**src/rtl/gf180mcu_osu_sc_12t_cell_bist_ctrl.sv**
```systemverilog
// Exhaustive self-test sequencer for a 4-input library cell: walks all 16 input
// vectors (binary or Gray order), waits a settle window, samples and scores the output.
module gf180mcu_osu_sc_12t_cell_bist_ctrl #(
    parameter logic [15:0] TRUTH  = 16'h01FF,
    parameter int unsigned SETTLE = 2
) (
    input  logic       CLK,
    input  logic       RN,
    input  logic       start,
    input  logic       gray,
    input  logic       abort,
    input  logic       dut_y,
    output logic [3:0] vec,
    output logic       busy,
    output logic       done,
    output logic       pass,
    output logic [4:0] err_cnt,
    output logic [3:0] fail_vec,
    output logic       fail_valid
);

    typedef enum logic [1:0] {
        ST_IDLE,
        ST_SETTLE,
        ST_SAMPLE,
        ST_DONE
    } state_e;

    localparam logic [7:0] SETTLE_CNT = 8'(SETTLE);

    function automatic logic [3:0] map_vec(input logic [3:0] idx, input logic use_gray);
        return use_gray ? (idx ^ (idx >> 1)) : idx;
    endfunction

    state_e     state_q, state_d;
    logic [3:0] step_q, step_d;
    logic [7:0] cnt_q, cnt_d;
    logic       gray_q, gray_d;
    logic [3:0] vec_q, vec_d;
    logic [4:0] err_q, err_d;
    logic [3:0] fvec_q, fvec_d;
    logic       fvalid_q, fvalid_d;

    logic       mismatch;
    logic [3:0] next_step;

    // NOTE: sequential state uses non-blocking assignments so every register
    // samples the pre-edge value of its neighbours.
    always_ff @(posedge CLK) begin
        if (!RN) begin
            state_q  <= ST_IDLE;
            step_q   <= '0;
            cnt_q    <= '0;
            gray_q   <= 1'b0;
            vec_q    <= '0;
            err_q    <= '0;
            fvec_q   <= '0;
            fvalid_q <= 1'b0;
        end else begin
            state_q  <= state_d;
            step_q   <= step_d;
            cnt_q    <= cnt_d;
            gray_q   <= gray_d;
            vec_q    <= vec_d;
            err_q    <= err_d;
            fvec_q   <= fvec_d;
            fvalid_q <= fvalid_d;
        end
    end

    assign mismatch  = (dut_y != TRUTH[vec_q]);
    assign next_step = step_q + 4'd1;

    // NOTE: every signal gets a hold-value default up front so no path through
    // the case statement can leave one unassigned and infer a latch.
    always_comb begin
        state_d  = state_q;
        step_d   = step_q;
        cnt_d    = cnt_q;
        gray_d   = gray_q;
        vec_d    = vec_q;
        err_d    = err_q;
        fvec_d   = fvec_q;
        fvalid_d = fvalid_q;

        unique case (state_q)
            ST_IDLE, ST_DONE: begin
                if (start) begin
                    state_d  = ST_SETTLE;
                    gray_d   = gray;
                    step_d   = '0;
                    vec_d    = map_vec(4'd0, gray);
                    cnt_d    = SETTLE_CNT;
                    err_d    = '0;
                    fvec_d   = '0;
                    fvalid_d = 1'b0;
                end
            end
            ST_SETTLE: begin
                if (abort) begin
                    state_d = ST_IDLE;
                    step_d  = '0;
                    cnt_d   = '0;
                    vec_d   = '0;
                end else if (cnt_q == 8'd0) begin
                    state_d = ST_SAMPLE;
                end else begin
                    cnt_d = cnt_q - 8'd1;
                end
            end
            ST_SAMPLE: begin
                if (abort) begin
                    // The pending sample is discarded; earlier results are kept.
                    state_d = ST_IDLE;
                    step_d  = '0;
                    cnt_d   = '0;
                    vec_d   = '0;
                end else begin
                    if (mismatch) begin
                        err_d = err_q + 5'd1;
                        if (!fvalid_q) begin
                            fvec_d   = vec_q;
                            fvalid_d = 1'b1;
                        end
                    end
                    if (step_q == 4'd15) begin
                        state_d = ST_DONE;
                        step_d  = '0;
                        vec_d   = '0;
                    end else begin
                        state_d = ST_SETTLE;
                        step_d  = next_step;
                        vec_d   = map_vec(next_step, gray_q);
                        cnt_d   = SETTLE_CNT;
                    end
                end
            end
            default: state_d = ST_IDLE;
        endcase
    end

    always_comb begin
        busy       = (state_q == ST_SETTLE) || (state_q == ST_SAMPLE);
        done       = (state_q == ST_DONE);
        pass       = done && (err_q == 5'd0);
        vec        = vec_q;
        err_cnt    = err_q;
        fail_vec   = fvec_q;
        fail_valid = fvalid_q;
    end

endmodule
```
**config.mk**
```make
export PLATFORM = sky130hd
export DESIGN_NAME = gf180mcu_osu_sc_12t_cell_bist_ctrl
export DESIGN_NICKNAME = d
export VERILOG_FILES = /design/src/rtl/gf180mcu_osu_sc_12t_cell_bist_ctrl.sv
export SDC_FILE = /design/constraint.sdc
export NUM_CORES = 1
export LEC_CHECK = 0
export ABC_AREA = 1
export BUFFER_PORTS_ARGS = -buffer_cell sky130_fd_sc_hd__buf_2
export CAP_MARGIN = 40
export CORE_MARGIN = 2
export CORE_UTILIZATION = 51
export CTS_CLUSTER_SIZE = 30
export DETAILED_ROUTE_END_ITERATION = 8
export GPL_ROUTABILITY_DRIVEN = 0
export GPL_TIMING_DRIVEN = 1
export PLACE_DENSITY_LB_ADDON = 0.15
export SLEW_MARGIN = 40
export SYNTH_ARGS = -nofsm -noshare
export SYNTH_HDL_FRONTEND = slang
export SYNTH_SLANG_ARGS = --single-unit
```
**constraint.sdc**
```tcl
create_clock -name CLK -period 1.5 [get_ports CLK]
set_input_delay 0.15 -clock CLK [delete_from_list [all_inputs] [get_ports CLK]]
set_output_delay 0.15 -clock CLK [all_outputs]
set_load 0.02 [all_outputs]
```
# ---- After elaboration in Yosys (flattened, before gate mapping)
# Memories as Yosys holds them, arrays and structs flattened. A register that Yosys moved wholly into a read port is not among the register bits.
# Cells that the tools add are included.
dict set report classes {
  reduce_logical 13
  mux 36
  order_cmp 1
  n_addsub 3
  n_eq_ne 13
  bitwise 1
}
# cell n
set op_table {}
lappend op_table {{4-bit two-way mux} 12}
lappend op_table {{8-bit two-way mux} 5}
lappend op_table {{4-bit one-hot mux with 3 select lines} 2}
lappend op_table {{8-bit one-hot mux with 3 select lines} 1}
lappend op_table {{5-bit two-way mux} 3}
lappend op_table {{2-bit two-way mux} 5}
lappend op_table {{2-bit inequality test (second input constant)} 5}
lappend op_table {{5-bit one-hot mux with 2 select lines} 1}
lappend op_table {{3-bit inequality test (second input constant)} 3}
lappend op_table {{8-bit zero test} 1}
lappend op_table {{4-bit one-hot mux with 2 select lines} 1}
lappend op_table {{8-bit by 1-bit subtractor with 8-bit output (second input constant)} 1}
lappend op_table {{2-bit one-hot mux with 3 select lines} 1}
lappend op_table {{2-bit AND reduction} 3}
lappend op_table {{5-bit by 1-bit adder with 5-bit output (second input constant)} 1}
lappend op_table {{5-bit zero test} 1}
lappend op_table {{4-bit by 5-bit less-than comparator with 1-bit output (second input constant)} 1}
lappend op_table {{5-bit AND reduction} 1}
lappend op_table {{4-bit by 1-bit adder with 4-bit output (second input constant)} 1}
lappend op_table {{2-bit == test (second input constant)} 2}
lappend op_table {{4-bit == test (second input constant)} 1}
lappend op_table {{1-bit two-way mux} 4}
lappend op_table {{4-bit AND reduction} 1}
lappend op_table {{4-bit by 3-bit XOR with 4-bit output} 1}
lappend op_table {{9 further kinds} 9}
dict set report word_totals {
  ff_bits 29
  in_bits 6
  rom_bits 16
  memories 1
  word_cells 76
}
# name depth word_bits rd rd_clocked_by_memory_dff write_ports line
set mem_list {}
lappend mem_list {{(no name shown)} 16 1 1 1 0 71} ;# assign mismatch = (dut_y != TRUTH[vec_q]);

# ---- Depth between registers and ports, before layout
dict set report depth {
  word_depth 8
  mapped_depth 12
  depth_no_buf 11
}

# ---- Worst setup path before layout
# Ideal clock, no wire load.
dict set report synth_path {
  path_type {register to register}
  startpoint {register state_q[0]}
  endpoint {register fvec_q[0], in the netlist fail_vec[0]}
  slack_ps -185
  stages_incl_launch_ff 11
  synth_period_minus_slack_ps 1685
  path_buffers 0
  t_arrival_ps 1552
  path_cell_list {dfxtp_1 > inv_1 > ha_1 > inv_2 > nor2_1 > a21oi_1 > nand2_1 > a21oi_2 > nand2_1 > nand2_1 > a21oi_1}
}
dict set report synth_between {
  elab_chain_cells 4
}
# item line
set synth_lines {}
lappend synth_lines {{start: declaration} 35} ;# state_e state_q, state_d;
lappend synth_lines {{start signal: assignment} 60} ;# state_q <= state_d;
lappend synth_lines {{2-bit == test / 2-bit zero test (equally long branches)} 86} ;# unique case (state_q)
lappend synth_lines {{2-bit OR reduction} 86}
lappend synth_lines {{2-bit inequality test (no line) / 2-bit nonzero test (equally long branches)} --}
lappend synth_lines {{5-bit AND reduction (no line)} --}
lappend synth_lines {{end signal: assignment} 66} ;# fvec_q <= fvec_d;
lappend synth_lines {{end: declaration} 41} ;# logic [3:0] fvec_q, fvec_d;
# Several ways; a longest one is shown, not always the timed one.
# A chain may end at the register's enable or synchronous reset.

# ---- Worst setup path in the final report
dict set report layout_path {
  startpoint {register state_q[0]}
  endpoint {register err_q[2], in the netlist err_cnt[2]}
}
dict set report layout_between {
  elab_chain_cells 4
}
# item line
set layout_lines {}
lappend layout_lines {{2-bit == test / 2-bit zero test (equally long branches)} 86}
lappend layout_lines {{2-bit OR reduction} 86}
lappend layout_lines {{2-bit inequality test (no line) / 2-bit nonzero test (equally long branches)} --}
lappend layout_lines {{4-bit AND reduction (no line)} --}
lappend layout_lines {{end signal: assignment} 65} ;# err_q <= err_d;
lappend layout_lines {{end: declaration} 40} ;# logic [4:0] err_q, err_d;
# Several ways; a longest one is shown, not always the timed one.

==> results.toml <==
[cells_and_area]
n_antenna_cell = 0
multiInputGateArea_um2 = 996.0
num-fill-cells = 257
drive_gt1_frac = 0.3391
area_delta_synth_final_pct = 34.01
register_area_um2 = 589.3
nNetsFinal = 302
stdcell_count = 333

[run]
cap_violations = 0

[cts]
cts_tree = "done"
clk_pin_slew_worst_paths_ns = 0.09
clockRootBuffer = "clkbuf_4"
numCtsBuffers = 5
htreeDepth = 2
numClockSinks = 29
worstSkewPairLatency_ns = 0.33
clockBufferDepth = 2

[die]
initial_core_util = 0.5322
dieArea_mm2 = 0.003625
die_x_um = 60.21
die_h_um = 60.21
rows = 20
io_pins = 23
coreArea_mm2 = 0.003028

[detailed_routing]
vias = 1658
vias_per_cell = 4.979
drc = 0
drtAntennaViolNets = 0
wl_um = 3834
post_drt_wl_per_cell_um = 11.51
drtPass1Iterations = 4
drtIter0Drc = 71

[setup_path]
slowest_stage = "dfxtp_4"
cp_top_family = "flip-flops"
critPathMaxStageDelay_ns = 0.37
timing.critical_path.buf_inv = 4
cp.arrival_ns = 1.75
critical_path_class = "reg -> reg"
cp-start-kind = "flip-flop"
critPathCaptureType = "flip-flop"
crit_chain = "inv_2, ha_4, inv_6, nor2_4, a21oi_2, nand2_2, a21oi_2, buf_4, inv_4, nand2_1, a21oi_1"
crit_fanout = 5
cp_common_cell = "a21oi_2"
required_ns = 1.73

[power]
powerDensity_mw_per_mm2 = 1807
swShare = 0.4415
total_leakage_power_nw = 0.9647
p_int_mw = 2.179
seqPwrFrac = 0.269
power.switching_mw = 1.722
ir_drop_mv = 1.313
power_frac_clock = 0.122
comb_power_share = 0.609

[global_route]
grt_overflow_total = 0
antenna_found_initial = 0
grt_max_degree = 13
grt_first_pass_wirelength_um = 6141
grt_pass1_vias = 1480
grt_use_total = 0.2236

[synthesis]
yosysMostFrequentCell = "nand2_1"
synth_area_leaders = "dfxtp_1 36%, nand2_1 14%, inv_1 7.5%"
synth_area_mm2 = 0.001612
synth-edff-count = 0
synthFlopType = "dfxtp_1"
synth_nets = 252
synthArstFlopShare = 0
yosys_register_bits = 29
avgSynthCellArea_um2 = 6.743
synth_top_area_frac = 0.3602
seq_area_frac_synth = 0.3602
netlist_instances = 239
synth_top_area_cell = "dfxtp_1"
ys_types = 30
yosysWarnings = 0
synth_common_cells = "61 x nand2_1, 32 x inv_1, 29 x dfxtp_1, 22 x a21oi_1, 22 x nor2_1"

[timing]
fin_hold_ws_ns = 0.1294
finalWorstSetupSlack_ns = -0.02091
max_slew_margin = 0.8011
finalSetupViolations = 6
period_share = 1.014
worst_pin_slew_ns = 0.2966
finalSetupTns_ns = -0.07837
period_needed_ns = 1.521
slew_violations = 0
hold_violations = 0
clock.fmax_ghz = 0.6575
rsz0062_at_grt = "true"
fin_skew_ns = 0.01078

[run_status]
outcome = "finished, violations left"
violations = "negative setup slack"

[placed_design]
numPlacedInstances = 325
dp_hpwl_um = 2729
portBuffers = 22
place_ws_ns = -0.07624

[worst_hold_path]
hp-class = "in -> reg"
[placed cells by master (no fill, tap or decap), drive strengths merged, types with 2 or more instances in the layout]
| cell | Yosys | layout |
|---|---|---|
| clkbuf | 2 | 7 |
| dfxtp | 29 | 29 |
| buf | 3 | 48 |
| nand3 | 14 | 14 |
| nand2 | 62 | 62 |
| ha | 7 | 7 |
| nor3 | 5 | 5 |
| a21oi | 24 | 24 |
| xnor2 | 2 | 2 |
| inv | 35 | 35 |
| nor2 | 26 | 26 |
| o21ai | 13 | 13 |
| nand4 | 8 | 8 |
[logic make-up (layout without fill, tap and decap cells)]
kind of cell,Yosys count,after routing,share of synthesized area
adder cells (fa/ha/maj),7,7,0.05435
flip-flops,29,29,0.3603
AND/OR/NAND/NOR,118,118,0.3245
AO/OA/AOI/OAI,41,41,0.1374
XOR/XNOR,3,3,0.01631
buffers and inverters,41,91,0.1071
[power groups by stage]
stage          clock network [mW]  registers (mW)  logic (mW)
4_1_cts                     0.489            1.03        2.12
3_3_place_gp                    0            1.03        1.94
5_1_grt                     0.516            1.07        2.62
3_5_place_dp                    0            1.03        1.96
6_report                    0.475            1.05        2.38
2_1_floorplan                   0            1.05        1.32
[repair_timing]
| action | in CTS | in global routing |
|---|---|---|
| setup buffers | 1 | 0 |
| endpoints found under the setup margin | 16 | 29 |
| endpoints found under the hold margin | 0 | 0 |
| hold buffers | 0 | 0 |
| gates resized for setup | 15 | 30 |
| pin swaps | 4 | 7 |
[flip-flops by register name, indices dropped and copies added (netlist names), named ones only]
| signal | flops |
|---|---|
| gray_q | 1 |
| state_q | 2 |
| step_q | 4 |
| cnt_q | 8 |
| fail_valid | 1 |
| fail_vec | 4 |
| vec | 3 |
| err_cnt | 5 |
[path summary, 6_finish.rpt]
check	from	endpoint	slack (ns)	cells past startpoint
setup / recovery	state_q[0]$_SDFFE_PN0P_	err_cnt[2]$_SDFFE_PN0P_	-0.02	11
hold reg to reg	fail_vec[1]$_SDFFE_PN0P_	fail_vec[1]$_SDFFE_PN0P_	0.46	2
setup reg to reg	state_q[0]$_SDFFE_PN0P_	err_cnt[2]$_SDFFE_PN0P_	-0.02	11
hold / removal	gray	gray_q$_SDFFE_PN0P_	0.13	3
[layer usage]
layer	part of all wire	up-vias	global-route usage
li1	-	870	-
met1	0.46	752	0.2838
met2	0.49	30	0.3727
met3	0.035	6	0.04113
met4	0.013	0	0.08571
met5	0	-	0
[worst reg2reg max path: stages (launching register included)]
cell     delay, ns
dfxtp_4       0.37
inv_2         0.04
ha_4          0.23
inv_6         0.06
nor2_4        0.03
a21oi_2       0.13
nand2_2       0.09
a21oi_2       0.15
buf_4         0.16
inv_4         0.05
nand2_1       0.05
a21oi_1       0.06
[metrics by stage]
| step | power (mW) | util | area, µm² |
|---|---|---|---|
| after floorplan | 2.369 | - | 1630 |
| after global placement | 2.971 | 0.6426 | 1946 |
| after detailed placement | 2.990 | 0.6426 | 1946 |
| after CTS | 3.636 | 0.6798 | 2058 |
| after global routing | 4.204 | 0.7132 | 2160 |
| final | 3.901 | 0.7132 | 2160 |
[final cells by class]
type                    count  share of cell area
clock buffers               7             0.02549
inverters                  36             0.06605
multi-input cells         169              0.4612
flip-flops and latches     29              0.2729
well taps                  44             0.02549
repair buffers             48              0.1489
No activity file was read; power rests on OpenSTA's default activity.
